--- config.mk ---
export PLATFORM = sky130hd
export DESIGN_NAME = mem_arbiter
export DESIGN_NICKNAME = d
export VERILOG_FILES = /design/src/rtl/mem_arbiter.sv
export SDC_FILE = /design/constraint.sdc
export NUM_CORES = 1
export LEC_CHECK = 0
export BUFFER_PORTS_ARGS = -buffer_cell sky130_fd_sc_hd__buf_2
export CAP_MARGIN = 20
export CORE_ASPECT_RATIO = 1.5
export CORE_MARGIN = 2
export CORE_UTILIZATION = 30
export DETAILED_ROUTE_END_ITERATION = 7
export GPL_ROUTABILITY_DRIVEN = 0
export PLACE_DENSITY = 0.51
export SLEW_MARGIN = 40
export SYNTH_ARGS = -nofsm -noshare
export SYNTH_HDL_FRONTEND = slang
export SYNTH_SLANG_ARGS = --single-unit
--- constraint.sdc ---
create_clock -name clk -period 2.65 [get_ports clk]
set_input_delay 0.265 -clock clk [delete_from_list [all_inputs] [get_ports clk]]
set_output_delay 0.265 -clock clk [all_outputs]
set_load 0.01 [all_outputs]
--- src/rtl/mem_arbiter.sv ---
// Two-port (fetch + data) to single-port memory arbiter with fixed read latency.
// Data wins collisions unless it won the previous grant; ready pulses carry registered read data.
//
// state | meaning
// IDLE  | no access in flight; arbitrate and latch the winner's request
// ISSUE | m_en strobe for the latched access
// WAIT  | count down the memory read latency, capture m_rdata on the last count
// DONE  | one-cycle ready pulse to the selected port
module mem_arbiter #(
    parameter int ADDR_W  = 16,
    parameter int DATA_W  = 16,
    parameter int MEM_LAT = 1
) (
    input  logic              clk,
    input  logic              reset,
    input  logic              if_req,
    input  logic [ADDR_W-1:0] if_addr,
    output logic              if_ready,
    output logic [DATA_W-1:0] if_rdata,
    input  logic              d_req,
    input  logic              d_we,
    input  logic [ADDR_W-1:0] d_addr,
    input  logic [DATA_W-1:0] d_wdata,
    output logic              d_ready,
    output logic [DATA_W-1:0] d_rdata,
    output logic              m_en,
    output logic              m_we,
    output logic [ADDR_W-1:0] m_addr,
    output logic [DATA_W-1:0] m_wdata,
    input  logic [DATA_W-1:0] m_rdata,
    output logic              busy,
    output logic [15:0]       conflicts
);

    typedef enum logic [1:0] {S_IDLE, S_ISSUE, S_WAIT, S_DONE} state_t;

    localparam logic [3:0] LAT = 4'(MEM_LAT);

    state_t            r_state;
    state_t            w_next;
    logic              r_sel;
    logic              r_last_d;
    logic              r_we;
    logic [3:0]        r_cnt;
    logic [ADDR_W-1:0] r_m_addr;
    logic [DATA_W-1:0] r_m_wdata;
    logic [DATA_W-1:0] r_if_rdata;
    logic [DATA_W-1:0] r_d_rdata;
    logic [15:0]       r_conflicts;
    logic              w_any_req;
    logic              w_grant_d;
    logic              w_both_req;

    assign w_any_req  = if_req | d_req;
    assign w_both_req = if_req & d_req;
    assign w_grant_d  = d_req & ~(if_req & r_last_d);

    always_ff @(posedge clk or negedge reset) begin
        if (!reset) begin
            r_state <= S_IDLE;
        end else begin
            r_state <= w_next;
        end
    end

    always_comb begin
        w_next = r_state;
        case (r_state)
            S_IDLE:  if (w_any_req) w_next = S_ISSUE;
            S_ISSUE: w_next = r_we ? S_DONE : S_WAIT;
            S_WAIT:  if (r_cnt == 4'd1) w_next = S_DONE;
            S_DONE:  w_next = S_IDLE;
            default: w_next = S_IDLE;
        endcase
    end

    always_comb begin
        m_en     = (r_state == S_ISSUE);
        m_we     = (r_state == S_ISSUE) & r_we;
        busy     = (r_state != S_IDLE);
        if_ready = (r_state == S_DONE) & ~r_sel;
        d_ready  = (r_state == S_DONE) & r_sel;
    end

    always_ff @(posedge clk or negedge reset) begin
        if (!reset) begin
            r_sel       <= 1'b0;
            r_last_d    <= 1'b0;
            r_we        <= 1'b0;
            r_cnt       <= 4'd0;
            r_m_addr    <= '0;
            r_m_wdata   <= '0;
            r_if_rdata  <= '0;
            r_d_rdata   <= '0;
            r_conflicts <= 16'd0;
        end else begin
            if (r_state == S_IDLE && w_both_req && r_conflicts != 16'hFFFF) begin
                r_conflicts <= r_conflicts + 16'd1;
            end
            case (r_state)
                S_IDLE: begin
                    if (w_any_req) begin
                        r_sel    <= w_grant_d;
                        r_last_d <= w_grant_d;
                        r_we     <= w_grant_d & d_we;
                        r_m_addr <= w_grant_d ? d_addr : if_addr;
                        // fetches carry no write data, so the last store data is kept
                        if (w_grant_d) r_m_wdata <= d_wdata;
                    end
                end
                S_ISSUE: begin
                    if (!r_we) r_cnt <= LAT;
                end
                S_WAIT: begin
                    r_cnt <= r_cnt - 4'd1;
                    if (r_cnt == 4'd1) begin
                        if (r_sel) r_d_rdata  <= m_rdata;
                        else       r_if_rdata <= m_rdata;
                    end
                end
                default: ;
            endcase
        end
    end

    assign m_addr    = r_m_addr;
    assign m_wdata   = r_m_wdata;
    assign if_rdata  = r_if_rdata;
    assign d_rdata   = r_d_rdata;
    assign conflicts = r_conflicts;

endmodule

==> results.py <==
metrics = {
    "cells_and_area": {
        "layout.core_utilization_pct": 40.5,
        "final_cell_mix": "buf_2 (152), dfrtp_1 (88), mux2_2 (49)",
        "antenna_cells": 0,
        "area_growth_syn_to_layout_pct": 31.6,
        "fillerInstances": 1207,
        "final_layout_size_suffix_gt1_share_pct": 50.8,
        "num-nets-final": 530,
        "final_area_mm2": 0.00504,
        "layout_commonest_cell": "buf_2",
    },
    "timing": {
        "rsz0062_at_grt": "false",
        "hold_ws_ns": -0.0118,
        "final_period_minus_worst_setup_slack_ns": 2.13,
        "slew_viols_final": 0,
        "final.setup.worst_slack_ns": 0.523,
        "fmax_ghz": 0.470,
        "fin_crit_sh_pct": 80.3,
        "report.final.hold_viol_count": 15,
        "slew_headroom_pct": 51.8,
        "fin_tns_setup_ns": 0,
        "worst_skew_ns": 0.00630,
        "worst-slew-pin-transition_ns": 0.723,
        "final-setup-viol-count": 0,
    },
    "yosys": {
        "yosys_most_used_dff": "dfrtp_1",
        "fraction_of_synthesis_flops_using_an_asynchronous_set_or_reset_pin_pct": 100,
        "yosysTopAreaCell": "dfrtp_1",
        "post_synth_cell_types": 40,
        "netlist_instances": 298,
        "syn_area_per_cell_um2": 12.9,
        "synth_enable_flop_cells": 0,
        "yosys_warnings": 0,
        "ys_seq_elements": 88,
        "post_synth_instance_area_mm2": 0.00383,
        "synth_fp_nets": 374,
        "post_synth_main_area_contributors": "dfrtp_1 (57%), mux2_2 (14%), mux2i_1 (4.2%)",
        "synth-seq-area-share_pct": 57.5,
        "synth.top_cell.area_share_pct": 57.5,
    },
    "floorplanning": {
        "placement_rows": 50,
        "floorplan.die.width_um": 96.3,
        "coreArea_mm2": 0.0124,
        "starting_density_of_the_core_pct": 30.8,
        "io-pin-count": 154,
        "die_area_mm2": 0.0137,
        "die_y_um": 142,
    },
    "drt": {
        "dr_total_vias": 2838,
        "detail_route.first_pass.iterations": 3,
        "final_antenna_net_count": 0,
        "drc_errors": 0,
        "number_of_vias_per_cell": 4.63,
        "dr.first_iter.drc_count": 48,
        "post_drt_wl_per_cell_um": 13.9,
        "drt_wl_total_mm": 8.55,
    },
    "critical_path": {
        "worst_ep_arrival_time_ns": 2.38,
        "timing.critical_path.required_ns": 2.90,
        "endpoint_kind": "register",
        "critical_path_peak_fanout": 8,
        "worstSetupStartpointType": "register",
        "timing.critical_path.slowest_cell_delay_ns": 0.40,
        "crit-reg2reg-capture": "conflicts[10]$_DFFE_PN0P_",
        "r2r_setup_slack_ns": 0.52,
        "crit-reg2reg-launch": "r_state[0]$_DFFE_PN0P_",
        "worstRegToRegCells": 6,
        "timing.critical_path.slowest_stage_cell": "dfrtp_1",
        "path_class": "register to register",
        "cp_cell_sequence": "inv_1 -> ha_1 -> nand3_1 -> or2_0 -> nor4_1 -> xor2_1",
    },
    "grt": {
        "antenna_found_initial": 0,
        "first_pass_grt_wire_length_mm": 13.8,
        "globalRoute.totalOverflow": 0,
        "aggregate_global_route_resource_usage_pct": 12.9,
        "vias_in_the_first_global_route": 2959,
        "grt_max_degree": 57,
    },
    "pwr": {
        "vdd.ir_drop.worst_v": 0.000356,
        "leakagePower_nw": 2.56,
        "design_power_total_mw": 5.48,
        "power_density_mw_per_mm2": 1090,
    },
    "status": {
        "violations": "hold timing",
        "result_of_the_run": "finished, violations left",
    },
    "clocking": {
        "cts_tree": "built",
        "clkLatencyLatePin_ns": 0.32,
        "cts.clk_slew.worst_paths_ns": 0.06,
        "post_cts.resized_instances": 0,
        "ctsHtreeMaxLevel": 3,
        "post_cts_buffers": 0,
        "clock_sinks": 88,
        "root_buffer": "clkbuf_16",
        "post_cts_hold_buffer_count": 0,
        "tritoncts.num_buffers": 9,
        "cts-root-to-sink-buffers": 2,
    },
    "placed_design": {
        "placed_cell_area_mm2": 0.00478,
        "dp_hpwl_mm": 6.46,
        "place.port_buffers": 153,
        "pre_cts_ws_ns": 0.526,
    },
    "min_path": {
        "worstHoldPathType": "input port to asynchronous set/reset pin",
    },
    "flow_run": {
        "timing.max_cap.violations": 0,
    },
}
[worst max-delay path, delay by kind of cell, from the launching register on]
kind / cells / cell delay, ns
DFF: 1 / 0.40
xor gates and xnor gates: 1 / 0.17
buffers and inverters: 1 / 0.12
adders and majority gates: 1 / 0.37
and+or+nand+nor: 3 / 0.98
[metrics by stage]
stage                     cells  hold slack (ns)
after global placement      599            0.370
final                       613          -0.0118
after detailed placement    599            0.380
after CTS                   613           0.0186
after global routing        613           0.0521
after floorplan             298          -0.0306
[registers in the layout (all words and copies together), names as in the netlist]
name and count:
m_wdata 16, if_rdata 16, d_rdata 16, r_last_d 1
r_state 2, r_cnt 4, conflicts 16, r_we 1
m_addr 16
[cell usage after synthesis (2+ instances only)]
master / count
and2_1: 2
buf_2: 4
clkbuf_1: 5
dfrtp_1: 88
ha_1: 7
inv_1: 6
mux2_2: 49
mux2i_1: 16
nand2_1: 29
nand3_1: 3
nand4_1: 6
nor2_1: 6
nor3_1: 8
nor4_1: 4
nor4b_2: 2
o21ai_0: 25
or2_0: 2
xor2_1: 14
[worst max path at each step]
| stage | slack [ns] | endpoint | cells past startpoint | startpoint |
|---|---|---|---|---|
| floorplan | 0.72 | if_rdata[10]$_DFFE_PN0P_ | 6 | r_cnt[1]$_DFFE_PN0P_ |
| finish | 0.52 | conflicts[10]$_DFFE_PN0P_ | 6 | r_state[0]$_DFFE_PN0P_ |
| detailed placement | 0.53 | conflicts[10]$_DFFE_PN0P_ | 6 | r_state[0]$_DFFE_PN0P_ |
| global route | 0.27 | conflicts[10]$_DFFE_PN0P_ | 6 | r_state[0]$_DFFE_PN0P_ |
| global placement | 0.64 | conflicts[10]$_DFFE_PN0P_ | 6 | r_state[0]$_DFFE_PN0P_ |
| CTS | 0.51 | conflicts[10]$_DFFE_PN0P_ | 6 | r_state[0]$_DFFE_PN0P_ |
[area by class of cell]
class,instances,area (µm²),area share [%]
repair buffers,157,811,16.1
multi-input cells,192,1550,30.7
clock buffers,10,239,4.74
clock inverters,4,22.5,0.447
inverters,6,22.5,0.447
flip-flops and latches,88,2200,43.7
well taps,156,195,3.87
[report_power, final]
part	internal, mW	switching [mW]
clock network	0.645	0.483
logic	1.03	1.06
registers	1.93	0.328
[cells by family after synthesis]
logic type      count (synthesis)  share of synthesized area, %
fa+ha+maj                       7                          2.29
simple gates                   73                          10.9
flops                          88                          57.5
compound gates                 32                          4.67
mux                            66                          19.0
xor+xnor                       14                          3.20
buf+inv                        18                          2.48
[metal layers]
layer | track usage, % | up-vias | routed length, µm
met5 | 0 | - | 0
met4 | 5.11 | 0 | 144
met3 | 5.24 | 11 | 836
met2 | 21.7 | 108 | 4210
met1 | 14.1 | 1357 | 3360
li1 | - | 1362 | -
Power figures use the tool's default switching activity.
